--- config.mk ---
export PLATFORM = sky130hd
export DESIGN_NAME = store_queue
export DESIGN_NICKNAME = d
export VERILOG_FILES = /design/src/rtl/mem_pkg.sv /design/src/rtl/range_overlap.sv /design/src/rtl/store_queue.sv
export SDC_FILE = /design/constraint.sdc
export NUM_CORES = 2
export LEC_CHECK = 0
export CAP_MARGIN = 15
export CORE_ASPECT_RATIO = 0.75
export CORE_MARGIN = 2
export CORE_UTILIZATION = 62
export CTS_CLUSTER_DIAMETER = 120
export DETAILED_ROUTE_END_ITERATION = 7
export PLACE_DENSITY = 0.81
export SETUP_SLACK_MARGIN = 0.02
export SLEW_MARGIN = 20
export SYNTH_ARGS = -nofsm -noshare
export SYNTH_HDL_FRONTEND = slang
export SYNTH_SLANG_ARGS = --single-unit
--- constraint.sdc ---
create_clock -name clk -period 17.81 [get_ports clk]
set_input_delay 5.343 -clock clk [delete_from_list [all_inputs] [get_ports clk]]
set_output_delay 5.343 -clock clk [all_outputs]
set_load 0.01 [all_outputs]
--- src/rtl/mem_pkg.sv ---
// Shared memory-path definitions: funct3 encodings, the queued store record
// and the access-size decode used for load/store overlap checks.
package mem_pkg;

    localparam int MEM_XLEN = 32;

    localparam logic [2:0] F3_SB  = 3'b000;
    localparam logic [2:0] F3_SH  = 3'b001;
    localparam logic [2:0] F3_SW  = 3'b010;
    localparam logic [2:0] F3_LB  = 3'b000;
    localparam logic [2:0] F3_LH  = 3'b001;
    localparam logic [2:0] F3_LW  = 3'b010;
    localparam logic [2:0] F3_LBU = 3'b100;
    localparam logic [2:0] F3_LHU = 3'b101;

    typedef struct packed {
        logic                valid;
        logic [MEM_XLEN-1:0] addr;
        logic [MEM_XLEN-1:0] data;
        logic [2:0]          funct3;
    } store_entry_t;

    // Byte count of an access; unknown encodings fall back to one byte.
    function automatic logic [2:0] access_size(input logic [2:0] funct3, input logic is_load);
        logic [2:0] sz;
        sz = 3'd1;
        case (funct3)
            F3_SH:   sz = 3'd2;
            F3_SW:   sz = 3'd4;
            F3_LHU:  sz = is_load ? 3'd2 : 3'd1;
            default: sz = 3'd1;
        endcase
        return sz;
    endfunction

endpackage

--- src/rtl/range_overlap.sv ---
// Byte-range intersection test between one store and one load, computed one
// bit wider than the address so the range end never wraps.
module range_overlap #(
    parameter int AW = 17
) (
    input  logic [AW-1:0] s_addr,
    input  logic [2:0]    s_size,
    input  logic [AW-1:0] l_addr,
    input  logic [2:0]    l_size,
    output logic          overlap
);

    logic [AW:0] s_lo;
    logic [AW:0] s_hi;
    logic [AW:0] l_lo;
    logic [AW:0] l_hi;

    always_comb begin
        s_lo    = {1'b0, s_addr};
        l_lo    = {1'b0, l_addr};
        s_hi    = s_lo + (AW+1)'(s_size) - (AW+1)'(1);
        l_hi    = l_lo + (AW+1)'(l_size) - (AW+1)'(1);
        overlap = (s_lo <= l_hi) && (l_lo <= s_hi);
    end

endmodule

--- src/rtl/store_queue.sv ---
// In-order store buffer: accepts up to two committed stores per cycle, drains
// one per cycle to the data memory and flags loads overlapping pending stores.
module store_queue
    import mem_pkg::*;
#(
    parameter int XLEN          = 32,
    parameter int ADDRESS_WIDTH = 17,
    parameter int DEPTH         = 8
) (
    input  logic                     clk,
    input  logic                     rst_n,
    input  logic                     st_valid1,
    input  logic [XLEN-1:0]          st_addr1,
    input  logic [XLEN-1:0]          st_data1,
    input  logic [2:0]               st_funct3_1,
    input  logic                     st_valid2,
    input  logic [XLEN-1:0]          st_addr2,
    input  logic [XLEN-1:0]          st_data2,
    input  logic [2:0]               st_funct3_2,
    output logic                     st_ready,
    input  logic                     ld_valid1,
    input  logic [XLEN-1:0]          ld_addr1,
    input  logic [2:0]               ld_funct3_1,
    input  logic                     ld_valid2,
    input  logic [XLEN-1:0]          ld_addr2,
    input  logic [2:0]               ld_funct3_2,
    output logic                     ld_hazard1,
    output logic                     ld_hazard2,
    output logic                     mem_we,
    output logic [XLEN-1:0]          mem_addr,
    output logic [XLEN-1:0]          mem_wd,
    output logic [2:0]               mem_funct3,
    output logic [$clog2(DEPTH):0]   count,
    output logic                     empty
);

    localparam int PW = $clog2(DEPTH);
    localparam int CW = PW + 1;
    localparam logic [CW-1:0] READY_MAX = CW'(DEPTH - 2);

    store_entry_t  entries_q [DEPTH];
    store_entry_t  entries_d [DEPTH];
    logic [PW-1:0] head_q, head_d;
    logic [PW-1:0] tail_q, tail_d;
    logic [CW-1:0] count_q, count_d;

    logic          enq_1, enq_2, deq;
    store_entry_t  head_entry;

    assign st_ready   = (count_q <= READY_MAX);
    assign enq_1      = st_valid1 & st_ready;
    assign enq_2      = st_valid2 & st_ready;
    assign deq        = (count_q != '0);
    assign head_entry = entries_q[head_q];

    always_comb begin
        entries_d = entries_q;
        head_d    = head_q;
        if (deq) begin
            entries_d[head_q].valid = 1'b0;
            head_d                  = head_q + PW'(1);
        end
        // With st_ready high, tail and tail+1 are always free, so they never alias head.
        if (enq_1) begin
            entries_d[tail_q] = '{valid: 1'b1, addr: MEM_XLEN'(st_addr1),
                                  data: MEM_XLEN'(st_data1), funct3: st_funct3_1};
        end
        if (enq_2) begin
            entries_d[enq_1 ? tail_q + PW'(1) : tail_q] =
                '{valid: 1'b1, addr: MEM_XLEN'(st_addr2),
                  data: MEM_XLEN'(st_data2), funct3: st_funct3_2};
        end
        tail_d  = tail_q + PW'(enq_1) + PW'(enq_2);
        count_d = count_q + CW'(enq_1) + CW'(enq_2) - CW'(deq);
    end

    always_ff @(posedge clk or negedge rst_n) begin
        if (!rst_n) begin
            entries_q <= '{default: '0};
            head_q    <= '0;
            tail_q    <= '0;
            count_q   <= '0;
        end else begin
            entries_q <= entries_d;
            head_q    <= head_d;
            tail_q    <= tail_d;
            count_q   <= count_d;
        end
    end

    assign mem_we     = deq;
    assign mem_addr   = deq ? XLEN'(head_entry.addr) : '0;
    assign mem_wd     = deq ? XLEN'(head_entry.data) : '0;
    assign mem_funct3 = deq ? head_entry.funct3 : 3'b000;
    assign count      = count_q;
    assign empty      = !deq;

    logic [2:0]       ld_size1, ld_size2, st1_size;
    logic [DEPTH-1:0] pend, hit1, hit2;
    logic             hit_st1;

    assign ld_size1 = access_size(ld_funct3_1, 1'b1);
    assign ld_size2 = access_size(ld_funct3_2, 1'b1);
    assign st1_size = access_size(st_funct3_1, 1'b0);

    for (genvar i = 0; i < DEPTH; i++) begin : g_entry
        logic [2:0] e_size;
        assign e_size  = access_size(entries_q[i].funct3, 1'b0);
        assign pend[i] = entries_q[i].valid;

        range_overlap #(.AW(ADDRESS_WIDTH)) u_ov1 (
            .s_addr  (entries_q[i].addr[ADDRESS_WIDTH-1:0]),
            .s_size  (e_size),
            .l_addr  (ld_addr1[ADDRESS_WIDTH-1:0]),
            .l_size  (ld_size1),
            .overlap (hit1[i])
        );

        range_overlap #(.AW(ADDRESS_WIDTH)) u_ov2 (
            .s_addr  (entries_q[i].addr[ADDRESS_WIDTH-1:0]),
            .s_size  (e_size),
            .l_addr  (ld_addr2[ADDRESS_WIDTH-1:0]),
            .l_size  (ld_size2),
            .overlap (hit2[i])
        );
    end

    // Lane-1 store is older than the lane-2 load issued in the same cycle.
    range_overlap #(.AW(ADDRESS_WIDTH)) u_ov_st1 (
        .s_addr  (st_addr1[ADDRESS_WIDTH-1:0]),
        .s_size  (st1_size),
        .l_addr  (ld_addr2[ADDRESS_WIDTH-1:0]),
        .l_size  (ld_size2),
        .overlap (hit_st1)
    );

    assign ld_hazard1 = ld_valid1 & (|(pend & hit1));
    assign ld_hazard2 = ld_valid2 & ((|(pend & hit2)) | (st_valid1 & hit_st1));

    logic unused_ld_addr;
    assign unused_ld_addr = ^{ld_addr1[XLEN-1:ADDRESS_WIDTH], ld_addr2[XLEN-1:ADDRESS_WIDTH]};

endmodule

==> results.sh <==
export IMPL_wl_per_cell_um=27.5
export IMPL_die_area_sq_um=85400
export IMPL_drt_met1_wl_mm=76.9
export IMPL_cp_arrival_ns=12.23
export IMPL_rsz0062_at_grt="false"
export IMPL_post_route_util_pct=69.2
export IMPL_route_met2_wl_mm=76.5
export IMPL_coreArea_sq_um=82200
export IMPL_async_reset_ff_share_pct=100
export IMPL_drv_cap=0
export IMPL_skew_ns=0.0256
export IMPL_hold_violations=0
export IMPL_clk_pin_slew_worst_paths_ns=0.07
export IMPL_grt_max_degree=171
export IMPL_required_ns=12.47
export IMPL_critPathKind="in -> out"
export IMPL_grt_pass1_wl_mm=281
export IMPL_drive_above_1_share_pct=6.97
export IMPL_ff2ff_path_depth=11
export IMPL_path_max_fanout=6
export IMPL_vias_per_cell=6.67
export IMPL_worstMarginPinSlew_ns=1.26
export IMPL_drc=0
export IMPL_worst_r2r_endpoint="entries_q[438]$_DFF_PN0_"
export IMPL_place_ws_ns=0.322
export IMPL_ys_warnings_count=0
export IMPL_detail_route_first_pass_iterations=6
export IMPL_die_h_um=254
export IMPL_die_x_um=337
export IMPL_synth_seq_cells=554
export IMPL_final_nets=6824
export IMPL_route_top_layer_used="met5"
export IMPL_grt_pass1_vias=43400
export IMPL_synth_edff_count=0
export IMPL_dp_hpwl_mm=139
export IMPL_rr_startpoint="count[3]$_DFF_PN0_"
export IMPL_finalWorstSetupSlack_ns=0.241
export IMPL_ys_flop_type="dfrtp_1"
export IMPL_status="finished clean"
export IMPL_area_growth_pct=10.5
export IMPL_clk_latency_ns=0.61
export IMPL_period_share_pct=98.6
export IMPL_critical_path_endpoint_type="primary output"
export IMPL_holdCritStartpoint="entries_q[469]$_DFF_PN0_"
export IMPL_hold_path_class="reg -> reg"
export IMPL_slew_headroom_pct=15.4
export IMPL_drv_slew=0
export IMPL_vias=46600
export IMPL_drt_initial_drc_count=5966
export IMPL_numCtsBuffers=50
export IMPL_antenna_found_initial=14
export IMPL_hold_end="entries_q[469]$_DFF_PN0_"
export IMPL_post_cts_setup_buffers=0
export IMPL_htree_num_levels=2
export IMPL_syn_cell_area_sq_um=51500
export IMPL_syn_inst=5728
export IMPL_rows=91
export IMPL_numPortBuffers=255
export IMPL_syn_area_per_cell_sq_um=8.99
export IMPL_drt_total_wl_mm=192
export IMPL_hold_depth=2
export IMPL_place_congestion=1.16
export IMPL_ant_nets=0
export IMPL_cts_tree="done"
export IMPL_synth_yosys_seq_area_share_pct=26.9
export IMPL_setup_violations=0
export IMPL_cts_hold_buf=0
export IMPL_grt_use_total_pct=44.2
export IMPL_fmax_mhz=56.9
export IMPL_start_util_pct=62.6
export IMPL_io_pins=286
export IMPL_dr_wl_met3_mm=29.3
export IMPL_critPathLaunchType="input port"
export IMPL_clkSinkCount=554
export IMPL_cts_root_buf="clkbuf_16"
export IMPL_fin_crit_ns=17.57
export IMPL_r2r_slack_ns=13.06
export IMPL_cts_buffer_depth=3
export IMPL_setup_tns_ns=0
export IMPL_grt_overflow_total=0
export IMPL_synth_nets=6739
export IMPL_synth_cell_types=90
worst max-delay path, cell delays in order:
cell	delay (ns)
clkdlybuf4s50_1	0.47
nand2b_1	0.23
ha_1	0.27
inv_1	0.06
ha_1	0.17
inv_1	0.06
fa_1	0.42
nand2b_1	0.20
a21oi_2	0.35
nor2_1	0.13
o21ai_0	0.22
xnor2_1	0.29
ha_1	0.40
nand4_1	0.14
nor3_1	0.31
a21oi_1	0.12
o211ai_1	0.32
a21o_1	0.21
maj3_1	0.16
a2111oi_0	0.10
buf_4	0.16
o311ai_4	0.31
o2111ai_1	0.19
or4_1	0.54
o41a_1	0.52
clkdlybuf4s50_1	0.52
cell type report:
cell class / instances / area, sq um
well taps: 1116 / 1400
multi-input cells: 4449 / 34800
diodes: 12 / 30.0
fillers: 6369 / 25300
clock buffers: 66 / 1410
repair buffers: 383 / 3560
clock inverters: 24 / 403
inverters: 375 / 1410
flip-flops and latches: 554 / 13900
how the worst max path moves through the flow:
stage | startpoint | slack [ns] | to | cells after the start
after global routing | ld_funct3_2[0] | 0.09 | ld_hazard2 | 29
final | ld_funct3_2[1] | 0.24 | ld_hazard2 | 26
after floorplan | ld_funct3_2[0] | 2.08 | ld_hazard2 | 25
after detailed placement | ld_funct3_2[0] | 0.32 | ld_hazard2 | 29
after CTS | ld_funct3_2[0] | 0.27 | ld_hazard2 | 29
after global placement | ld_funct3_2[0] | 0.36 | ld_hazard2 | 29
flip-flops by register name, summed over array words and instances (netlist names):
register and cells:
tail_q 3, entries_q 544, count 4, head_q 3
layout by cell type, fill, tap and decap left out, types with 24 or more instances in the layout:
cell type        instances
a211oi_1                30
a21o_1                 136
a21oi_1                575
buf_4                  124
clkbuf_16               51
clkdlybuf4s50_1        254
dfrtp_1                551
ha_1                   787
inv_1                  372
mux2i_1                555
mux4_2                 134
nand2_1                393
nand2b_1                35
nand3_1                 59
nand4_1                100
nor2_1                 559
nor2b_1                 63
nor3_1                  47
nor4_1                  24
o211ai_1                24
o21a_1                  46
o21ai_0                413
o21bai_1                36
xnor2_1                 82
xor2_1                  81
cell families after synthesis:
family                     share of synthesized area (%)
and+or+nand+nor                                     11.9
buffers and inverters                               5.70
DFF                                                 26.9
adders and majority gates                           19.8
xor gates and xnor gates                            2.83
muxes                                               16.7
AOI/OAI and AO/OA                                   16.2
through the flow:
step,hold WS (ns),instance area [sq um],cells
2_1_floorplan,0.475,51500,5728
4_1_cts,0.573,56800,6967
3_5_place_dp,0.557,55000,6877
5_1_grt,0.594,56900,6973
6_report,0.571,56900,6979
3_3_place_gp,0.543,55000,6877
routing by layer:
layer | track usage, % | vias to the layer above
met2 | 60.7 | 2919
met3 | 17.6 | 550
li1 | - | 20800
met5 | 0 | -
met1 | 61.8 | 22300
met4 | 17.6 | 10
what timing repair did:
item / 4_1_cts / 5_1_grt
gates resized for setup: 0 / 2
setup endpoints to repair: 0 / 1
endpoints found under the hold margin: 0 / 0
synthesized netlist by cell type, drive strengths merged, types with 65 or more instances:
| library cell | count | area, sq um |
|---|---|---|
| a21o | 137 | 1030 |
| a21oi | 577 | 2890 |
| buf | 143 | 731 |
| clkbuf | 207 | 798 |
| dfrtp | 554 | 13900 |
| ha | 787 | 9850 |
| inv | 374 | 1400 |
| mux2i | 555 | 5560 |
| mux4 | 134 | 3020 |
| nand2 | 396 | 1490 |
| nand4 | 100 | 626 |
| nor2 | 563 | 2110 |
| nor2b | 65 | 407 |
| o21ai | 421 | 2110 |
| xnor2 | 83 | 746 |
| xor2 | 81 | 709 |
Power is left out: the tool's default activity adds up to more than one toggle a clock period on the data nets, which glitch-free logic cannot reach.
